==> src/rtl/alu_seq.sv <==
// alu_seq: clocked ALU with valid/ready accept, registered results and iterative unsigned mul/div.
// Latency: 1 cycle accept-to-out_valid for single-cycle ops, WIDTH+2 cycles for mul/div.
// Backpressure: in_ready low while mul/div iterate; out_valid is a pulse and cannot be stalled.
// Optional: define ALU_DIV_EN to build the restoring divider (ID 31); otherwise ID 31 is illegal.
module alu_seq #(
  parameter int WIDTH = 32,
  parameter int ID_W  = 32
) (
  input  logic             clk,
  input  logic             reset,
  input  logic             in_valid,
  output logic             in_ready,
  input  logic [ID_W-1:0]  ID,
  input  logic [WIDTH-1:0] rs,
  input  logic [WIDTH-1:0] rt,
  output logic [WIDTH-1:0] rd,
  output logic [WIDTH-1:0] hi,
  output logic [WIDTH-1:0] lo,
  output logic             out_valid,
  output logic             ovf,
  output logic             div_zero,
  output logic             illegal
);

  localparam int CNT_W = $clog2(WIDTH) + 1;
  localparam int SH_W  = $clog2(WIDTH);
  localparam logic [CNT_W-1:0] LAST_CNT = CNT_W'(WIDTH - 1);

`ifdef ALU_DIV_EN
  typedef enum logic [1:0] {S_IDLE, S_MUL, S_DIV, S_DONE} state_e;
`else
  typedef enum logic [1:0] {S_IDLE, S_MUL, S_DONE} state_e;
`endif

  typedef enum logic [3:0] {
    OP_ADD, OP_SUB, OP_AND, OP_OR, OP_XOR, OP_SLL, OP_SRL, OP_SRA,
    OP_SLT, OP_SLTU, OP_MUL, OP_DIV, OP_ILL
  } op_e;

  state_e             state_q;
  logic [CNT_W-1:0]   cnt_q;
  logic [WIDTH-1:0]   rd_q, hi_q, lo_q;
  logic               out_valid_q, ovf_q, div_zero_q, illegal_q;
  // Shared iteration register: {partial high / remainder, multiplier / dividend-quotient}.
  logic [2*WIDTH-1:0] p_q;
  // Multiplicand for mul, divisor for div.
  logic [WIDTH-1:0]   m_q;

  op_e                op;
  logic [WIDTH-1:0]   sum, dif, alu_res;
  logic               alu_ovf;
  logic [SH_W-1:0]    shamt;
  logic [WIDTH:0]     mul_sum;
  logic [2*WIDTH-1:0] mul_next;

`ifdef ALU_DIV_EN
  logic               div_is_q;
  logic               dz_q;
  logic [WIDTH:0]     div_shift, div_trial;
  logic [2*WIDTH-1:0] div_next;
`endif

  assign in_ready  = (state_q == S_IDLE);
  assign rd        = rd_q;
  assign hi        = hi_q;
  assign lo        = lo_q;
  assign out_valid = out_valid_q;
  assign ovf       = ovf_q;
  assign div_zero  = div_zero_q;
  assign illegal   = illegal_q;

  // Map the decoded instruction ID onto the operation this unit performs.
  always_comb begin
    op = OP_ILL;
    case (ID)
      ID_W'(1),  ID_W'(3):  op = OP_ADD;
      ID_W'(2),  ID_W'(4):  op = OP_SUB;
      ID_W'(7),  ID_W'(8):  op = OP_AND;
      ID_W'(9),  ID_W'(10): op = OP_OR;
      ID_W'(11):            op = OP_XOR;
      ID_W'(12):            op = OP_SLL;
      ID_W'(15):            op = OP_SRL;
      ID_W'(16):            op = OP_SRA;
      ID_W'(24), ID_W'(25): op = OP_SLT;
      ID_W'(26):            op = OP_SLTU;
      ID_W'(30):            op = OP_MUL;
`ifdef ALU_DIV_EN
      ID_W'(31):            op = OP_DIV;
`endif
      default:              op = OP_ILL;
    endcase
  end

  assign shamt = rt[SH_W-1:0];
  assign sum   = rs + rt;
  assign dif   = rs - rt;

  // Single-cycle result and signed-overflow flag; ops that do not write rd keep it.
  always_comb begin
    alu_res = rd_q;
    alu_ovf = 1'b0;
    case (op)
      OP_ADD: begin
        alu_res = sum;
        alu_ovf = (rs[WIDTH-1] == rt[WIDTH-1]) && (sum[WIDTH-1] != rs[WIDTH-1]);
      end
      OP_SUB: begin
        alu_res = dif;
        alu_ovf = (rs[WIDTH-1] != rt[WIDTH-1]) && (dif[WIDTH-1] != rs[WIDTH-1]);
      end
      OP_AND:  alu_res = rs & rt;
      OP_OR:   alu_res = rs | rt;
      OP_XOR:  alu_res = rs ^ rt;
      OP_SLL:  alu_res = rs << shamt;
      OP_SRL:  alu_res = rs >> shamt;
      OP_SRA:  alu_res = $signed(rs) >>> shamt;
      OP_SLT:  alu_res = {{(WIDTH-1){1'b0}}, ($signed(rs) < $signed(rt))};
      OP_SLTU: alu_res = {{(WIDTH-1){1'b0}}, (rs < rt)};
      default: alu_res = rd_q;
    endcase
  end

  // Shift-add step: add multiplicand into the high half when the current multiplier bit is set,
  // then shift the whole product right; the carry lands in the top bit.
  assign mul_sum  = {1'b0, p_q[2*WIDTH-1:WIDTH]} + (p_q[0] ? {1'b0, m_q} : {(WIDTH+1){1'b0}});
  assign mul_next = {mul_sum, p_q[WIDTH-1:1]};

`ifdef ALU_DIV_EN
  // Restoring step: bring the next dividend bit into the remainder, keep the difference if it
  // did not go negative. The remainder stays below the divisor, so WIDTH+1 bits suffice.
  assign div_shift = {p_q[2*WIDTH-1:WIDTH], p_q[WIDTH-1]};
  assign div_trial = div_shift - {1'b0, m_q};
  assign div_next  = div_trial[WIDTH] ? {div_shift[WIDTH-1:0], p_q[WIDTH-2:0], 1'b0}
                                      : {div_trial[WIDTH-1:0], p_q[WIDTH-2:0], 1'b1};
`endif

  // Control FSM with registered results: accept, iterate mul/div, publish in DONE.
  always_ff @(posedge clk) begin
    if (!reset) begin
      state_q     <= S_IDLE;
      cnt_q       <= '0;
      rd_q        <= '0;
      hi_q        <= '0;
      lo_q        <= '0;
      out_valid_q <= 1'b0;
      ovf_q       <= 1'b0;
      div_zero_q  <= 1'b0;
      illegal_q   <= 1'b0;
      p_q         <= '0;
      m_q         <= '0;
`ifdef ALU_DIV_EN
      div_is_q    <= 1'b0;
      dz_q        <= 1'b0;
`endif
    end else begin
      out_valid_q <= 1'b0;
      case (state_q)
        S_IDLE: begin
          if (in_valid) begin
            illegal_q  <= (op == OP_ILL);
            ovf_q      <= alu_ovf;
            div_zero_q <= 1'b0;
            cnt_q      <= '0;
            case (op)
              OP_MUL: begin
                state_q  <= S_MUL;
                p_q      <= {{WIDTH{1'b0}}, rt};
                m_q      <= rs;
`ifdef ALU_DIV_EN
                div_is_q <= 1'b0;
                dz_q     <= 1'b0;
`endif
              end
`ifdef ALU_DIV_EN
              OP_DIV: begin
                state_q  <= S_DIV;
                p_q      <= {{WIDTH{1'b0}}, rs};
                m_q      <= rt;
                div_is_q <= 1'b1;
                dz_q     <= (rt == '0);
              end
`endif
              OP_ILL: out_valid_q <= 1'b1;
              default: begin
                rd_q        <= alu_res;
                out_valid_q <= 1'b1;
              end
            endcase
          end
        end
        S_MUL: begin
          p_q   <= mul_next;
          cnt_q <= cnt_q + 1'b1;
          if (cnt_q == LAST_CNT) state_q <= S_DONE;
        end
`ifdef ALU_DIV_EN
        S_DIV: begin
          p_q   <= div_next;
          cnt_q <= cnt_q + 1'b1;
          if (cnt_q == LAST_CNT) state_q <= S_DONE;
        end
`endif
        S_DONE: begin
          hi_q        <= p_q[2*WIDTH-1:WIDTH];
          lo_q        <= p_q[WIDTH-1:0];
          rd_q        <= p_q[WIDTH-1:0];
          out_valid_q <= 1'b1;
          state_q     <= S_IDLE;
`ifdef ALU_DIV_EN
          // Dividing by zero naturally leaves rs in the remainder; the quotient is pinned to
          // all-ones so the result does not depend on the iteration details.
          if (div_is_q && dz_q) begin
            lo_q       <= '1;
            rd_q       <= '1;
            div_zero_q <= 1'b1;
          end
`endif
        end
        default: state_q <= S_IDLE;
      endcase
    end
  end

endmodule

==> config.mk <==
export PLATFORM = sky130hd
export DESIGN_NAME = alu_seq
export DESIGN_NICKNAME = d
export VERILOG_FILES = /design/src/rtl/alu_seq.sv
export SDC_FILE = /design/constraint.sdc
export NUM_CORES = 1
export LEC_CHECK = 0
export ABC_AREA = 0
export CORE_MARGIN = 2
export CORE_UTILIZATION = 45
export CTS_CLUSTER_SIZE = 28
export DETAILED_ROUTE_END_ITERATION = 10
export HOLD_SLACK_MARGIN = 0.06
export MAX_ROUTING_LAYER = met4
export PLACE_DENSITY = 0.77
export SLEW_MARGIN = 20
export SYNTH_ARGS = -nofsm -noshare
export SYNTH_HDL_FRONTEND = slang
export SYNTH_SLANG_ARGS = --single-unit
export TNS_END_PERCENT = 20
==> constraint.sdc <==
create_clock -name clk -period 14.19 [get_ports clk]
set_clock_uncertainty 0.1 [all_clocks]
set_input_delay 2.838 -clock clk [delete_from_list [all_inputs] [get_ports clk]]
set_output_delay 2.838 -clock clk [all_outputs]
set_load 0.1 [all_outputs]
## Word-level counts from Yosys, hierarchy flattened

Memories as Yosys holds them, arrays and structs flattened.
Index checks and enable logic that the tools add are counted.

- Memory bits (read-only): 128
- Memories kept: 1
- Bits of input ports: 99
- Word-level logic and storage cells: 79
- Output and inout bits: 101
- Register bits: 203

- Equality and inequality tests: 23
- Order comparisons: 2
- Muxes and demuxes: 19
- Shift operators: 3
- Reduce and logical (&&, ||, !) cells: 14
- Bitwise operators: 3
- $add $sub $neg: 4

Memory list:

| memory | depth | width | rd ports | clocked after memory_dff | write ports | line | source |
|---|---|---|---|---|---|---|---|
| (no name shown) | 32 | 4 | 1 | 0 | 0 | 75 | `case (ID)` |

Operator list:

| cell | number |
|---|---|
| $pmux W32 S10 | 1 |
| $mux W64 | 2 |
| $pmux W64 S2 | 1 |
| $mux W32 | 3 |
| $lt A32 B32 Y1 | 2 |
| $pmux W32 S2 | 1 |
| $add A32 B32 Y33 | 1 |
| $add A32 B32 Y32 | 1 |
| $and A32 B32 Y32 | 1 |
| $or A32 B32 Y32 | 1 |
| $shl A32 B5 Y32 | 1 |
| $shr A32 B5 Y32 | 1 |
| $sshr A32 B5 Y32 | 1 |
| $sub A32 B32 Y32 | 1 |
| $xor A32 B32 Y32 | 1 |
| $logic_not A27 Y1 | 1 |
| $eq A4 B3 Y1 const B | 4 |
| $eq A4 B4 Y1 const B | 4 |
| $pmux W6 S2 | 1 |
| $ne A11 B1 Y1 const B | 1 |
| $reduce_and A3 Y1 | 3 |
| $eq A4 B2 Y1 const B | 2 |
| $add A6 B1 Y6 const B | 1 |
| $eq A6 B5 Y1 const B | 1 |
| other kinds (20) | 31 |

## Depth between registers and ports, before layout

- Depth after elaboration: 7
- Mapped depth: 15
- Gate-level depth less buffers: 13

## Worst setup path before layout

OpenSTA, ideal clock, no wires.

- Path type: input -> register
- Start point: input rt[1]
- End point: register rd_q[30] (netlist: rd[30])
- Setup time: 0.120 ns
- Cell stages on the path: 15
- Arrival time: 6.450 ns
- Data required time: 13.970 ns
- Path slack: 7.520 ns
- Cell sequence: buf_2 -> inv_1 -> buf_2 -> buf_1 -> clkbuf_1 -> fa_1 -> nor2b_4 -> o31a_1 -> o41a_4 -> a211oi_4 -> o31ai_2 -> o41a_4 -> a221oi_4 -> xnor2_1 -> a211o_1

- Longest elaborated chain between the ends: 5

Ends and longest elaborated chain:

| element | line | source |
|---|---|---|
| start: declaration | 15 | `input logic [WIDTH-1:0] rt,` |
| $sub A32 B32 Y32 (tied with other cells) | 96 | `assign dif = rs - rt;` |
| $pmux W32 S10 (*) | 102 | `case (op)` |
| $mux W32 (*) | 164 | `case (op)` |
| $mux W32 (*) | 159 | `if (in_valid) begin` |
| $pmux W32 S2 (*) | 157 | `case (state_q)` |
| end signal: assignment | 185 | `rd_q <= alu_res;` |
| end signal: assignment | 206 | `rd_q <= p_q[WIDTH-1:0];` |
| end: declaration | 42 | `logic [WIDTH-1:0] rd_q, hi_q, lo_q;` |

Every way passes the cells marked *; elsewhere a longest branch is shown, timed or not. The select of a mux whose other input is x is not followed.
A chain may end at the register's enable or synchronous reset.

## Worst setup path after layout

- Start point: input rt[4]
- End point: register rd_q[17] (netlist: rd[17])

Same word-level chain as after synthesis.

==> results.toml <==
[cts]
clk_pin_slew_worst_paths_ps = 70
holdBufCountCts = 0
cts_sinks = 203
cts_setup_buffers = 0
cts_buffers = 25
ctsResizeCount = 0
root_buffer = "clkbuf_16"
htree_num_levels = 1
cts_buffer_depth = 3
clk_latency_ps = 560
cts_tree = "done"

[sta]
period_share = 0.489
finalSetupViolCount = 0
finalMaxSlewViolations = 0
fmax_ghz = 0.144
hold_viol = 0
slew_headroom = 0.213
fin_setup_tns_ps = 0
holdWs_ps = 348
grt_setup_unrepaired = "false"
tightest_slew_ps = 1170
fin_crit_ps = 6940

[cells_and_area]
finish.instance_area_sq_um = 22100
regArea_sq_um = 4060
drive_gt1_frac = 0.0789
finish.utilization = 0.528
synthToLayoutAreaGrowth_pct = 16.2
multi_input_area_sq_um = 13700
fillCellCount = 4008
nets = 2866

[die]
ios = 200
die-area_sq_um = 43900
start_util = 0.455
rows = 75
die_h_microns = 209
core_sq_um = 41800
die_w_microns = 209

[worst_setup_path]
rrSetupSlack_ps = 9800
endpoint_kind = "register"
timing.rr.end = "p_q[57]"
startpoint = "rt[4]"
reg2reg_from = "p_q[0]"
path_class = "input port to register"
r2r_cells = 13
crit_fanout = 16
critPathRequiredTime_ps = 14490
worstPathArrival_ps = 7240
endpoint = "rd[17]"
startpoint_type = "input port"

[synthesis]
synth_warnings = 0
synth-edff-count = 0
yosysTopAreaCell = "dfxtp_1"
synth-async-reset-ratio = 0
yosysSeqAreaShare = 0.214
syn_inst = 2560
syn-cell-area_sq_um = 19000
synth_nets = 2796
synth_ff_type = "dfxtp_1"
syn_area_per_cell_sq_um = 7.42
synth_top_area_share = 0.214
synth_common_cells = "nand2_1 (449), a21oi_1 (203), dfxtp_1 (203)"
synth_cell_types = 98
synth.most_common_cell = "nand2_1"
synth-seq-cells = 203
synth.area.top_cells = "dfxtp_1 (21%), nand2_1 (8.9%), ha_1 (8.8%), mux4_2 (6.2%), a21oi_1 (5.4%)"

[drt]
antenna_left = 0
vias_per_cell = 6.58
wl_per_cell_microns = 27.0
drc = 0
dr.pass1.iters = 7
vias = 21000
wl_mm = 86.1
drtIter0Drc = 2497

[min_path]
hp-class = "register to register"
whs_path_depth = 2
holdCritStartpoint = "m_q[9]"

[placed_design]
numPortBuffers = 198
dp_hpwl_mm = 63.6
gp_congestion = 1.01
placed_cell_area_sq_um = 21200

[grt]
grt_overflow_total = 0
antenna_found_initial = 2
grt_pass1_wl_mm = 128
grt_pass1_vias = 19700
grt_use_total = 0.394
grt_max_degree = 88

[power]
p_per_area_nw_per_um2 = 78.1
ir_drop_mv = 0.0601
p_leak_nw = 8.49

[status]
status = "finished clean"

[run]
drv_cap = 0
-- registers in the layout, summed over array words and instances, names as in the netlist, 2 cells and up --
register	flops
state_q	2
rd	32
lo	32
m_q	32
cnt_q	6
hi	32
p_q	64
-- critical path: stages --
cell,delay [ps]
buf_2,180
clkinv_1,650
ha_1,680
nor2_1,190
o211ai_1,210
a311oi_1,500
o41ai_1,220
o31ai_1,670
a31oi_1,200
xnor2_1,160
a2111oi_0,630
o21ai_1,120
-- through the flow --
| step | power, mW | cells | setup WS (ps) |
|---|---|---|---|
| 4_1_cts | 1.72 | 3188 | 7330 |
| 3_3_place_gp | 1.02 | 3142 | 6800 |
| 2_1_floorplan | 0.865 | 2560 | 7520 |
| 6_report | 1.72 | 3191 | 7250 |
| 3_5_place_dp | 1.02 | 3142 | 6780 |
| 5_1_grt | 1.77 | 3190 | 7140 |
-- report_power, final --
group	switching, mW	total [mW]	leakage (nW)	internal, mW
combinational	0.293	0.454	6.42	0.160
sequential	0.000321	0.571	1.63	0.570
clock	0.279	0.699	0.435	0.420
total	0.573	1.72	8.49	1.15
-- cell type report --
cell class / count / share of cell area
clock inverter: 14 / 0.00868
sequential: 203 / 0.184
multi-input combinational: 2047 / 0.623
inverter: 112 / 0.0191
tap: 539 / 0.0306
timing repair buffer: 241 / 0.103
antenna: 3 / 0.000340
clock buffer: 32 / 0.0314
-- cell families (layout without fill, tap and decap cells) --
kind of cell / Yosys count / count (layout) / synth area share
fa+ha+maj: 137 / 137 / 0.0915
buf+inv: 310 / 399 / 0.0648
mux: 111 / 111 / 0.0940
other cells: 1 / 4 / 0.000198
simple gates: 924 / 924 / 0.217
flops: 203 / 203 / 0.214
compound gates: 816 / 816 / 0.291
xor+xnor: 58 / 58 / 0.0268
-- worst min-delay path by stage --
stage               endpoint  slack (ps)
global route         m_q[25]         370
floorplan             m_q[0]         330
global placement      m_q[1]         340
detailed placement   m_q[17]         340
finish                m_q[9]         350
CTS                   m_q[9]         350
-- cell usage in the layout, fill, tap and decap left out, types with 18 or more instances in the layout --
cell | Yosys | final
clkbuf_16 | 0 | 25
mux2_2 | 18 | 18
o22ai_1 | 19 | 19
a21boi_0 | 78 | 78
o21bai_1 | 25 | 25
nand4_1 | 20 | 20
o21ai_0 | 136 | 136
a211oi_1 | 37 | 37
a31oi_1 | 36 | 36
nor2b_1 | 20 | 19
a21oi_1 | 203 | 203
nor4_1 | 18 | 18
mux4_2 | 52 | 52
o211ai_1 | 48 | 48
nand2_1 | 449 | 448
ha_1 | 134 | 134
and3_1 | 20 | 20
nor3_1 | 44 | 43
xor2_1 | 18 | 18
inv_1 | 105 | 105
buf_4 | 4 | 44
a21o_1 | 33 | 33
xnor2_1 | 40 | 40
nand3_1 | 56 | 55
dfxtp_1 | 203 | 203
mux2i_1 | 41 | 41
o31ai_1 | 20 | 20
clkdlybuf4s50_1 | 0 | 192
nor2_1 | 198 | 198
and2_1 | 38 | 38
-- per-layer routing --
layer / up-vias / GRT usage / share of wire
li1: 9417 / - / -
met1: 10100 / 0.516 / 0.42
met2: 1208 / 0.596 / 0.44
met3: 235 / 0.0706 / 0.095
met4: 0 / 0.168 / 0.050
met5: - / - / 0
Note: power is estimated with default switching activity, not from simulation.
